**config.mk**
```make
export PLATFORM = sky130hd
export DESIGN_NAME = mem_stall_ctrl_flat
export DESIGN_NICKNAME = d
export VERILOG_FILES = /design/src/rtl/mem_stall_if.sv /design/src/rtl/mem_stall_ctrl.sv /design/src/flat_wrapper.sv
export SDC_FILE = /design/constraint.sdc
export NUM_CORES = 1
export LEC_CHECK = 0
export ABC_AREA = 1
export BUFFER_PORTS_ARGS = -buffer_cell sky130_fd_sc_hd__buf_2
export CAP_MARGIN = 25
export CORE_AREA = 4 4 56 58
export DETAILED_ROUTE_END_ITERATION = 16
export DIE_AREA = 0 0 60 62
export PLACE_DENSITY = 0.48
export SYNTH_ARGS = -nofsm -noshare
export SYNTH_HDL_FRONTEND = slang
export SYNTH_SLANG_ARGS = --single-unit
```
**constraint.sdc**
```tcl
create_clock -name clk -period 1.2 [get_ports clk]
set_input_delay 0.24 -clock clk [delete_from_list [all_inputs] [get_ports clk]]
set_output_delay 0.24 -clock clk [all_outputs]
set_load 0.03 [all_outputs]
```
**src/rtl/mem_stall_if.sv**
```systemverilog
// Handshake bundle between the MEM-stage pipeline, data memory and the stall controller.
interface mem_stall_if;
  logic       mem_rd;
  logic       mem_wr;
  logic       dmem_ready;
  logic       dmem_req;
  logic       dmem_we;
  logic       stall;
  logic       wb_bubble;
  logic [7:0] wait_cnt;
  logic       timeout_err;

  modport master (
    output mem_rd, mem_wr, dmem_ready,
    input  dmem_req, dmem_we, stall, wb_bubble, wait_cnt, timeout_err
  );

  modport slave (
    input  mem_rd, mem_wr, dmem_ready,
    output dmem_req, dmem_we, stall, wb_bubble, wait_cnt, timeout_err
  );
endinterface

```
**src/rtl/mem_stall_ctrl.sv**
```systemverilog
// Data-memory wait-state controller: stalls the pipeline while an access is outstanding.
// Optional watchdog on wait states is enabled by defining MEM_TIMEOUT_EN.
module mem_stall_ctrl #(
  parameter int unsigned TIMEOUT_CYCLES = 16
) (
  input logic        clk,
  input logic        rst,
  mem_stall_if.slave bus
);

`ifdef MEM_TIMEOUT_EN
  localparam bit TO_EN = 1'b1;
`else
  localparam bit TO_EN = 1'b0;
`endif

  typedef enum logic {IDLE = 1'b0, ACCESS = 1'b1} state_t;

  state_t     state, state_nxt;
  logic [7:0] cnt, cnt_nxt;
  logic       we_lat, we_lat_nxt;
  logic       to_err, to_set;
  logic       op, to_hit;

  assign op     = bus.mem_rd | bus.mem_wr;
  assign to_hit = TO_EN && ({24'd0, cnt} >= TIMEOUT_CYCLES);

  always_ff @(posedge clk or posedge rst) begin
    if (rst) begin
      state  <= IDLE;
      cnt    <= 8'd0;
      we_lat <= 1'b0;
      to_err <= 1'b0;
    end else begin
      state  <= state_nxt;
      cnt    <= cnt_nxt;
      we_lat <= we_lat_nxt;
      if (to_set) to_err <= 1'b1;
    end
  end

  always_comb begin
    state_nxt     = state;
    cnt_nxt       = cnt;
    we_lat_nxt    = we_lat;
    to_set        = 1'b0;
    bus.dmem_req  = op;
    bus.dmem_we   = bus.mem_wr & ~bus.mem_rd;
    bus.stall     = 1'b0;
    bus.wb_bubble = 1'b0;
    case (state)
      IDLE: begin
        if (op && !bus.dmem_ready) begin
          bus.stall     = 1'b1;
          bus.wb_bubble = 1'b1;
          state_nxt     = ACCESS;
          cnt_nxt       = 8'd1;
          we_lat_nxt    = bus.mem_wr & ~bus.mem_rd;
        end
      end
      ACCESS: begin
        bus.dmem_req = 1'b1;
        bus.dmem_we  = we_lat;
        if (!op) begin
          // withdrawn request: drop the bus, release the pipe, squash WB
          bus.dmem_req  = 1'b0;
          bus.dmem_we   = 1'b0;
          bus.wb_bubble = 1'b1;
          state_nxt     = IDLE;
          cnt_nxt       = 8'd0;
        end else if (bus.dmem_ready) begin
          state_nxt = IDLE;
          cnt_nxt   = 8'd0;
        end else if (to_hit) begin
          bus.wb_bubble = 1'b1;
          to_set        = 1'b1;
          state_nxt     = IDLE;
          cnt_nxt       = 8'd0;
        end else begin
          bus.stall     = 1'b1;
          bus.wb_bubble = 1'b1;
          if (cnt != 8'hFF) cnt_nxt = cnt + 8'd1;
        end
      end
      default: state_nxt = IDLE;
    endcase
    // nothing advances while reset is held, so never report a stall then
    if (rst) begin
      bus.stall     = 1'b0;
      bus.wb_bubble = 1'b0;
    end
  end

  assign bus.wait_cnt    = cnt;
  assign bus.timeout_err = to_err & TO_EN;

endmodule

```
**src/flat_wrapper.sv**
```systemverilog
// flat-port wrapper written by rule: the top's interface ports become plain ports
module mem_stall_ctrl_flat 
#(
  parameter int unsigned TIMEOUT_CYCLES = 16
)
  (clk, rst, bus_mem_rd, bus_mem_wr, bus_dmem_ready, bus_dmem_req, bus_dmem_we, bus_stall, bus_wb_bubble, bus_wait_cnt, bus_timeout_err);
  mem_stall_if bus_i ();
  input logic clk;
  input logic rst;
  input wire logic [$bits(bus_i.mem_rd)-1:0] bus_mem_rd;
  input wire logic [$bits(bus_i.mem_wr)-1:0] bus_mem_wr;
  input wire logic [$bits(bus_i.dmem_ready)-1:0] bus_dmem_ready;
  output wire logic [$bits(bus_i.dmem_req)-1:0] bus_dmem_req;
  output wire logic [$bits(bus_i.dmem_we)-1:0] bus_dmem_we;
  output wire logic [$bits(bus_i.stall)-1:0] bus_stall;
  output wire logic [$bits(bus_i.wb_bubble)-1:0] bus_wb_bubble;
  output wire logic [$bits(bus_i.wait_cnt)-1:0] bus_wait_cnt;
  output wire logic [$bits(bus_i.timeout_err)-1:0] bus_timeout_err;
  assign bus_i.mem_rd = bus_mem_rd;
  assign bus_i.mem_wr = bus_mem_wr;
  assign bus_i.dmem_ready = bus_dmem_ready;
  assign bus_dmem_req = bus_i.dmem_req;
  assign bus_dmem_we = bus_i.dmem_we;
  assign bus_stall = bus_i.stall;
  assign bus_wb_bubble = bus_i.wb_bubble;
  assign bus_wait_cnt = bus_i.wait_cnt;
  assign bus_timeout_err = bus_i.timeout_err;
  mem_stall_ctrl #(.TIMEOUT_CYCLES(TIMEOUT_CYCLES)) u_core (.clk(clk), .rst(rst), .bus(bus_i));
endmodule
```
==> run_results.csv <==
group,metric,value,unit
timing,fin_worst_skew,3.13,ps
synthesis,netlist_area,644,µm²
setup_path,end_kind,"output port",
timing,finalSetupViolCount,13,
drt,drt_pass1_iterations,4,
clock_network,hold_buffers,0,
grt,grt_max_degree,11,
setup_path,path_max_fanout,4,
finish,multi_input_area,393,µm²
timing,fmax,756,MHz
setup_path,r2r.worst_path.cells,7,
synthesis,synth_area_leader_cell,"dfrtp_1",
job,drv_cap,0,
grt,track_usage,10.4,%
clock_network,h-tree-depth,1,
grt,first_global_vias,678,
timing,min_period,1320,ps
timing,rsz0062_at_grt,"true",
clock_network,clock-sinks,10,
clock_network,cts_inserted_buffers,3,
die,io_pins,18,
hold_path,hold_class,"input port to asynchronous set/reset pin",
grt,antenna_found_initial,0,
status,status,"finished, violations left",
drt,wl_per_cell,10.8,µm
placed_design,dp.cells,148,
finish,area_delta_synth_final,64.9,%
synthesis,synth_nets,94,
finish,nFillCells,279,
clock_network,clk_pin_slew_worst_paths,70,ps
timing,hold_ws,-5.65,ps
setup_path,worstPathRequired,960,ps
setup_path,critPathKind,"register to output port",
die,start_util,24.2,%
power,peakVddDrop,0.000514,V
synthesis,syn_avg_cell_area,7.32,µm²
synthesis,synth_cell_type_count,22,
synthesis,yosys.area.top_type_share,38.8,%
synthesis,synth-warning-count,0,
drt,drc_errors,0,
power,cellLeakagePower,0.553,nW
finish,layout.nets,132,
timing,fin_ws,-122,ps
die,die_h,62,µm
drt,wirelength,1680,µm
die,chipWidth,60,µm
drt,vias_per_cell,4.24,
clock_network,ctsLongestPathBuffers,2,
status,violations,"hold timing, setup timing",
finish,diodes,0,
power,p_per_area,824,nW/µm²
setup_path,crit_arrival,1080,ps
synthesis,synth.area.top_cells,"dfrtp_1 (39%), nand2_1 (17%), nor2_1 (7.0%)",
timing,timing_hold_violations_final,10,
grt,grt_pass1_wl,2850,µm
synthesis,ys_seq_elements,10,
synthesis,yosysSeqAreaShare,38.8,%
clock_network,insertion_delay,270,ps
placed_design,io_buffers,16,
synthesis,syn-instance-count,88,
finish,fin_cells,156,
die,dieArea,3720,µm²
drt,vias,661,
grt,overflow,0,
clock_network,cts_tree,"yes",
placed_design,gp_congestion,0.734,
drt,antenna_left,0,
finish,layout-drive-gt1-share,48.8,%
setup_path,worstSetupStartpointType,"register",
timing,fin_crit_sh,110,%
die,coreArea,2660,µm²
power,total_power,0.876,mW
drt,initialDrtViolationCount,10,
clock_network,clock-root-buffer,"clkbuf_4",
placed_design,dp.final_hpwl,1270,µm
finish,seq_area,256,µm²
die,num_rows,19,
timing,slew_violations,0,
-- timing repair --
action | in CTS | in global routing
setup buffers | 2 | 2
gates resized for setup | 25 | 10
pin swaps | 5 | 2
endpoints found under the setup margin | 18 | 19
-- cells in the mapped netlist --
cell and instances:
nand2_1 30, a31o_2 1, o21bai_4 1, ha_1 1
dfrtp_1 10, inv_2 2, nor2_2 1, nor2_1 12
nand3_1 4, or2_2 1, o21ai_0 1, a21oi_1 2
o31ai_1 2, buf_4 1, xor2_1 2, nand3_4 1
inv_1 8, nand2_2 3, clkbuf_1 1, nor2_4 2
conb_1 1, o21ai_1 1
-- cell usage in the layout (no fill, tap or decap), drive strengths merged --
cell type / synthesis / layout
conb: 1 / 1
a21oi: 2 / 2
inv: 10 / 10
ha: 1 / 1
o31ai: 2 / 2
buf: 1 / 34
xor2: 2 / 2
dfrtp: 10 / 10
or2: 1 / 1
o21ai: 2 / 2
nand3: 5 / 5
o21bai: 1 / 1
nand2: 33 / 33
a31o: 1 / 1
nor2: 15 / 15
clkbuf: 1 / 5
-- cell families after synthesis --
| family | count (synthesis) | share of synthesized area, % |
|---|---|---|
| AO/OA/AOI/OAI | 8 | 9.71 |
| XOR/XNOR | 2 | 2.72 |
| adder cells (fa/ha/maj) | 1 | 1.94 |
| buffers and inverters | 12 | 7.57 |
| flip-flops | 10 | 38.8 |
| other | 1 | 0.582 |
| AND/OR/NAND/NOR | 54 | 38.6 |
-- per-layer routing --
metal | GRT usage, % | share of wire (%) | vias to the layer above
met1 | 11.8 | 43 | 294
met3 | 4.13 | 7.4 | 2
li1 | - | - | 348
met5 | 0 | 0 | -
met4 | 2.85 | 0.59 | 0
met2 | 18.1 | 49 | 17
-- cell type report --
cell class | instances | share of cell area [%]
Multi-Input combinational cell | 66 | 37.0
Timing Repair Buffer | 35 | 29.2
Clock buffer | 4 | 2.47
Tap cell | 31 | 3.65
Inverter | 10 | 3.53
Sequential cell | 10 | 24.1
-- critical path, cell delays in order, from the launching register on --
cell	delay [ps]
dfrtp_2	430
buf_4	140
buf_6	110
buf_6	130
-- where the power goes --
part	internal [mW]	switching, mW
sequential	0.354	0.0192
clock	0.129	0.129
combinational	0.114	0.131
-- registers in the layout, indices dropped and copies added, names as in the netlist --
signal and count:
u_core.bus.wait_cnt 8, u_core.state 1, u_core.we_lat 1
-- path summary, 6_finish.rpt --
check / to / startpoint / slack, ps
max: bus_wait_cnt[1] / u_core.bus.wait_cnt[1] / -120
min: u_core.bus.wait_cnt[5] / rst / -6
max reg2reg: u_core.bus.wait_cnt[6] / u_core.bus.wait_cnt[1] / -50
min reg2reg: u_core.we_lat / u_core.we_lat / 540
max in group asynchronous: u_core.bus.wait_cnt[0] / rst / 880
min in group clk: u_core.state / bus_dmem_ready / 170
-- per-stage QoR --
| stage | instance area [µm²] | setup TNS [ps] | worst slack [ps] | utilization (%) |
|---|---|---|---|---|
| floorplan | 679 | -1130 | -144 | - |
| global placement | 900 | -567 | -69.0 | 33.8 |
| detailed placement | 900 | -729 | -110 | 33.8 |
| CTS | 1020 | -701 | -82.2 | 38.2 |
| global route | 1060 | -1650 | -175 | 39.9 |
| finish | 1060 | -529 | -122 | 39.9 |
No activity file was read; power rests on OpenSTA's default activity.
